### config.mk
export PLATFORM = sky130hd
export DESIGN_NAME = fnd_scan_driver
export DESIGN_NICKNAME = d
export VERILOG_FILES = /design/src/rtl/fnd_pkg.sv /design/src/rtl/fnd_seg_decode.sv /design/src/rtl/fnd_scan_driver.sv
export SDC_FILE = /design/constraint.sdc
export NUM_CORES = 1
export LEC_CHECK = 0
export ABC_AREA = 1
export BUFFER_PORTS_ARGS = -buffer_cell sky130_fd_sc_hd__buf_4
export CELL_PAD_IN_SITES_DETAIL_PLACEMENT = 2
export CELL_PAD_IN_SITES_GLOBAL_PLACEMENT = 2
export CORE_ASPECT_RATIO = 1.2
export CORE_MARGIN = 8
export CORE_UTILIZATION = 36
export DETAILED_ROUTE_END_ITERATION = 8
export HOLD_SLACK_MARGIN = 0.05
export PLACE_DENSITY_LB_ADDON = 0.1
export SLEW_MARGIN = 20
export SYNTH_ARGS = -nofsm -noshare
export SYNTH_HDL_FRONTEND = slang
export SYNTH_SLANG_ARGS = --single-unit
### constraint.sdc
create_clock -name i_clk -period 3.4 [get_ports i_clk]
set_input_delay 0.17 -clock i_clk [delete_from_list [all_inputs] [get_ports i_clk]]
set_output_delay 0.17 -clock i_clk [all_outputs]
set_load 0.1 [all_outputs]
### src/rtl/fnd_pkg.sv
// Shared constants for 7-segment FND users: special digit codes, segment
// bit positions and active-high segment patterns (bit 0 = a .. bit 6 = g).
package fnd_pkg;

    localparam logic [3:0] CODE_BLANK = 4'd10;
    localparam logic [3:0] CODE_DASH  = 4'd11;

    localparam int SEG_A  = 0;
    localparam int SEG_B  = 1;
    localparam int SEG_C  = 2;
    localparam int SEG_D  = 3;
    localparam int SEG_E  = 4;
    localparam int SEG_F  = 5;
    localparam int SEG_G  = 6;
    localparam int SEG_DP = 7;

    localparam logic [6:0] SEG_0    = 7'h3F;
    localparam logic [6:0] SEG_1    = 7'h06;
    localparam logic [6:0] SEG_2    = 7'h5B;
    localparam logic [6:0] SEG_3    = 7'h4F;
    localparam logic [6:0] SEG_4    = 7'h66;
    localparam logic [6:0] SEG_5    = 7'h6D;
    localparam logic [6:0] SEG_6    = 7'h7D;
    localparam logic [6:0] SEG_7    = 7'h07;
    localparam logic [6:0] SEG_8    = 7'h7F;
    localparam logic [6:0] SEG_9    = 7'h6F;
    localparam logic [6:0] SEG_DASH = 7'h40;
    localparam logic [6:0] SEG_OFF  = 7'h00;

endpackage

### src/rtl/fnd_seg_decode.sv
// Combinational digit-code to active-high gfedcba segment decoder.
// Codes 10 and 12..15 are blank, 11 is a dash.
module fnd_seg_decode
    import fnd_pkg::*;
(
    input  logic [3:0] code,
    output logic [6:0] seg
);

    always_comb begin
        seg = SEG_OFF;
        case (code)
            4'd0:      seg = SEG_0;
            4'd1:      seg = SEG_1;
            4'd2:      seg = SEG_2;
            4'd3:      seg = SEG_3;
            4'd4:      seg = SEG_4;
            4'd5:      seg = SEG_5;
            4'd6:      seg = SEG_6;
            4'd7:      seg = SEG_7;
            4'd8:      seg = SEG_8;
            4'd9:      seg = SEG_9;
            CODE_DASH: seg = SEG_DASH;
            default:   seg = SEG_OFF;
        endcase
    end

endmodule

### src/rtl/fnd_scan_driver.sv
// Multiplexed 7-segment FND driver: per-digit slots with leading blanking,
// frame-aligned input snapshot, per-digit dp and blink, registered outputs.
module fnd_scan_driver
    import fnd_pkg::*;
#(
    parameter int N_DIGITS       = 4,
    parameter int SCAN_DIV       = 50000,
    parameter int BLANK_CYC      = 500,
    parameter int BLINK_FRAMES   = 25,
    parameter bit SEG_ACTIVE_LOW = 1'b1,
    parameter bit COM_ACTIVE_LOW = 1'b1
) (
    input  logic                    i_clk,
    input  logic                    i_rst,
    input  logic [4*N_DIGITS-1:0]   i_digits,
    input  logic [N_DIGITS-1:0]     i_dp,
    input  logic [N_DIGITS-1:0]     i_blink,
    output logic [7:0]              o_seg,
    output logic [N_DIGITS-1:0]     o_com
);

    localparam int CNT_W  = $clog2(SCAN_DIV);
    localparam int IDX_W  = $clog2(N_DIGITS);
    localparam int FCNT_W = (BLINK_FRAMES > 1) ? $clog2(BLINK_FRAMES) : 1;

    localparam logic [7:0]          SEG_POL = {8{SEG_ACTIVE_LOW}};
    localparam logic [N_DIGITS-1:0] COM_POL = {N_DIGITS{COM_ACTIVE_LOW}};

    logic [CNT_W-1:0]    cnt_reg;
    logic [IDX_W-1:0]    idx_reg;
    logic [FCNT_W-1:0]   fcnt_reg;
    logic                ph_reg;
    logic [3:0]          snap_digits_reg [N_DIGITS];
    logic [N_DIGITS-1:0] snap_dp_reg;
    logic [N_DIGITS-1:0] snap_blink_reg;
    logic [7:0]          seg_reg;
    logic [N_DIGITS-1:0] com_reg;

    logic                slot_last;
    logic                frame_wrap;
    logic [3:0]          cur_code;
    logic [6:0]          dec_seg;
    logic [7:0]          seg_next;
    logic [N_DIGITS-1:0] com_next;

    assign slot_last  = (cnt_reg == CNT_W'(SCAN_DIV - 1));
    assign frame_wrap = slot_last && (idx_reg == IDX_W'(N_DIGITS - 1));

    // Inputs are only captured at frame wrap so a frame never mixes old and new values.
    generate
        for (genvar gi = 0; gi < N_DIGITS; gi++) begin : g_snap
            always_ff @(posedge i_clk) begin
                if (i_rst) begin
                    snap_digits_reg[gi] <= CODE_BLANK;
                    snap_dp_reg[gi]     <= 1'b0;
                    snap_blink_reg[gi]  <= 1'b0;
                end else if (frame_wrap) begin
                    snap_digits_reg[gi] <= i_digits[4*gi +: 4];
                    snap_dp_reg[gi]     <= i_dp[gi];
                    snap_blink_reg[gi]  <= i_blink[gi];
                end
            end
        end
    endgenerate

    assign cur_code = snap_digits_reg[idx_reg];

    fnd_seg_decode u_dec (
        .code (cur_code),
        .seg  (dec_seg)
    );

    always_comb begin
        seg_next = 8'h00;
        com_next = '0;
        if (cnt_reg >= CNT_W'(BLANK_CYC)) begin
            com_next[idx_reg] = 1'b1;
            if (!(ph_reg && snap_blink_reg[idx_reg])) begin
                seg_next[6:0]  = dec_seg;
                seg_next[SEG_DP] = snap_dp_reg[idx_reg];
            end
        end
    end

    always_ff @(posedge i_clk) begin
        if (i_rst) begin
            cnt_reg  <= '0;
            idx_reg  <= '0;
            fcnt_reg <= '0;
            ph_reg   <= 1'b0;
            seg_reg  <= SEG_POL;
            com_reg  <= COM_POL;
        end else begin
            seg_reg <= seg_next ^ SEG_POL;
            com_reg <= com_next ^ COM_POL;
            if (slot_last) begin
                cnt_reg <= '0;
                if (frame_wrap) begin
                    idx_reg <= '0;
                    if (fcnt_reg == FCNT_W'(BLINK_FRAMES - 1)) begin
                        fcnt_reg <= '0;
                        ph_reg   <= ~ph_reg;
                    end else begin
                        fcnt_reg <= fcnt_reg + 1'b1;
                    end
                end else begin
                    idx_reg <= idx_reg + 1'b1;
                end
            end else begin
                cnt_reg <= cnt_reg + 1'b1;
            end
        end
    end

    assign o_seg = seg_reg;
    assign o_com = com_reg;

endmodule

==> reports/qor.yml <==
sta:
  worst_hold_slack_ps: 79.4
  clock.fmax_ghz: 0.447
  maxSlewHeadroom_pct: 48.6
  period_share_pct: 65.8
  skew_ps: 8.11
  hold_violations: 0
  finalMaxSlewViolations: 0
  tightestPinTransition_ps: 769
  period_needed_ps: 2240
  setup_viol: 0
  fin_tns_setup_ps: 0
  grt_setup_unrepaired: "false"
route:
  vias_per_cell: 4.99
  drtPass1Iterations: 4
  drt-wirelength-per-cell_um: 16.7
  drc_errors: 0
  vias: 2496
  drt_first_iter_violations: 59
  ant_nets: 0
  drt_wl_total_mm: 8.36
synth:
  synth-async-reset-ratio_pct: 0
  ys_seq_area_share_pct: 49.2
  synth.distinct_cells: 32
  netlist_instances: 352
  synth_ff_type: "dfxtp_1"
  synth_most_common_cell: "nand2_1"
  synth_commonest_cells: "nand2_1 (94), dfxtp_1 (46), nor2_1 (35)"
  syn_area_um2: 2850
  synth_edf_count: 16
  syn_nets: 392
  ys_ff_latch: 62
  synthTopCellsByArea: "dfxtp_1 (32%), edfxtp_1 (17%), nand2_1 (12%)"
  yosysTopAreaCell: "dfxtp_1"
  yosysTopAreaCellShare_pct: 32.3
  yosys_warnings: 0
  syn_avg_cell_area_um2: 8.09
worst_setup_path:
  crit_buf_inv: 1
  cp_slowest_cell: "dfxtp_1"
  crit_fanout: 9
  cpPeakStageDelay_ps: 490
  rrSetupSlack_ps: 1160
  path_cells: "clkinv_1 > nor2_1 > nor2_1 > o21ai_0 > nand2_1 > ha_1 > or2_2 > nand3_1 > nand3_1"
  cp-start-kind: "flip-flop"
  required_ps: 3600
  end_kind: "flip-flop"
  cp.arrival_ps: 2430
  worstSetupPathType: "reg2reg"
  cpLargestDelayFamily: "simple AND/OR/NAND/NOR gates"
grt:
  track_usage_pct: 15.8
  antenna_found_initial: 0
  grt_pass1_vias: 2755
  grt_pass1_wl_mm: 13.9
  grt_max_degree: 19
  gr-total-overflow: 0
placement:
  place.port_buffers: 37
  dpl_cell_area_um2: 3210
  gp_congestion: 0.714
  dp_hpwl_mm: 5.79
floorplanning:
  pin_count: 38
  core_region_area_um2: 7660
  die_area_um2: 11000
  row_count: 35
  dieWidth_um: 97.2
  initial_core_util_pct: 37.2
  die_h_um: 113
final_layout:
  area_delta_synth_final_pct: 23.0
  num_antenna_cells: 0
  postLayoutCellArea_um2: 3500
  layout.nets: 443
  drive_above_1_share_pct: 17.2
clocking:
  cts_buffers: 9
  numClockSinks: 62
  max-clock-path-buffers: 2
  cts-resized-gates: 0
  cts_tree: "built"
  hold_buffers: 8
  cts_setup_buffers: 0
  clk_transition_reported_paths_ps: 70
  worstSkewPairLatency_ps: 350
  htreeDepth: 3
  cts-root-buf: "clkbuf_8"
run:
  drv_cap: 0
worst_hold_path:
  worstHoldPathType: "in2reg"
pwr:
  ir_drop_v: 0.000205
  finalPower_w: 0.00154
  leakagePower_nw: 1.41
  powerDensity_nw_per_um2: 440
outcome:
  status: "complete, no violations"
metrics by stage:
| step | worst slack (ps) | utilization, % | instances |
|---|---|---|---|
| after floorplan | 1570 | - | 352 |
| after global placement | 1280 | 41.9 | 476 |
| after detailed placement | 1160 | 41.9 | 476 |
| after CTS | 1120 | 45.7 | 500 |
| after global routing | 963 | 45.7 | 500 |
| final | 1160 | 45.7 | 500 |
layer usage:
metal	track usage (%)	vias to the layer above	part of all wire, %	wire length [µm]
met5	0	-	0	0
met1	16.4	1222	41	3460
li1	-	1233	-	-
met2	29.7	32	54	4500
met4	7.09	0	1.7	142
met3	3.57	9	3.0	254
worst paths after layout:
check,start,to,depth (start not counted)
max,flip-flop,o_seg[5]$_SDFF_PP1_,9
min,i_digits[7],snap_digits_reg[1][3]$_SDFFCE_PN1P_,2
min reg2reg,cnt_reg[0]$_SDFF_PP0_,cnt_reg[0]$_SDFF_PP0_,1
max reg2reg,flip-flop,o_seg[5]$_SDFF_PP1_,9
cells in the final DEF (no fill, tap or decap), drive strengths merged, types with 13 or more instances in the layout:
cell    count
nand3      35
dfxtp      46
nor2       39
nand2      97
or2        13
buf        37
ha         14
edfxtp     16
inv        38
a21oi      22
logic make-up (layout without fill, tap and decap cells):
group                      Yosys count  in the layout  synth area share (%)
AOI/OAI and AO/OA                   35             35                  6.55
DFF                                 62             62                  49.2
and+or+nand+nor                    192            192                  30.4
adders and majority gates           14             14                  6.15
xor gates and xnor gates             4              4                  1.23
buffers and inverters               45            101                  6.41
where the power goes:
group	leakage [nW]	total (W)	switching (W)	internal, W
logic	0.790	0.0000611	0.0000302	0.0000309
clock network	0.103	0.000715	0.000308	0.000407
registers	0.513	0.000767	0.00000426	0.000762
layout make-up:
cell class | instances | area (µm²)
timing repair buffer | 45 | 358
multi-input combinational | 245 | 1260
tap | 92 | 115
inverter | 40 | 153
clock inverter | 7 | 88.8
fill | 861 | 4160
sequential | 62 | 1400
clock buffer | 9 | 124
No activity file was read; power rests on OpenSTA's default activity.
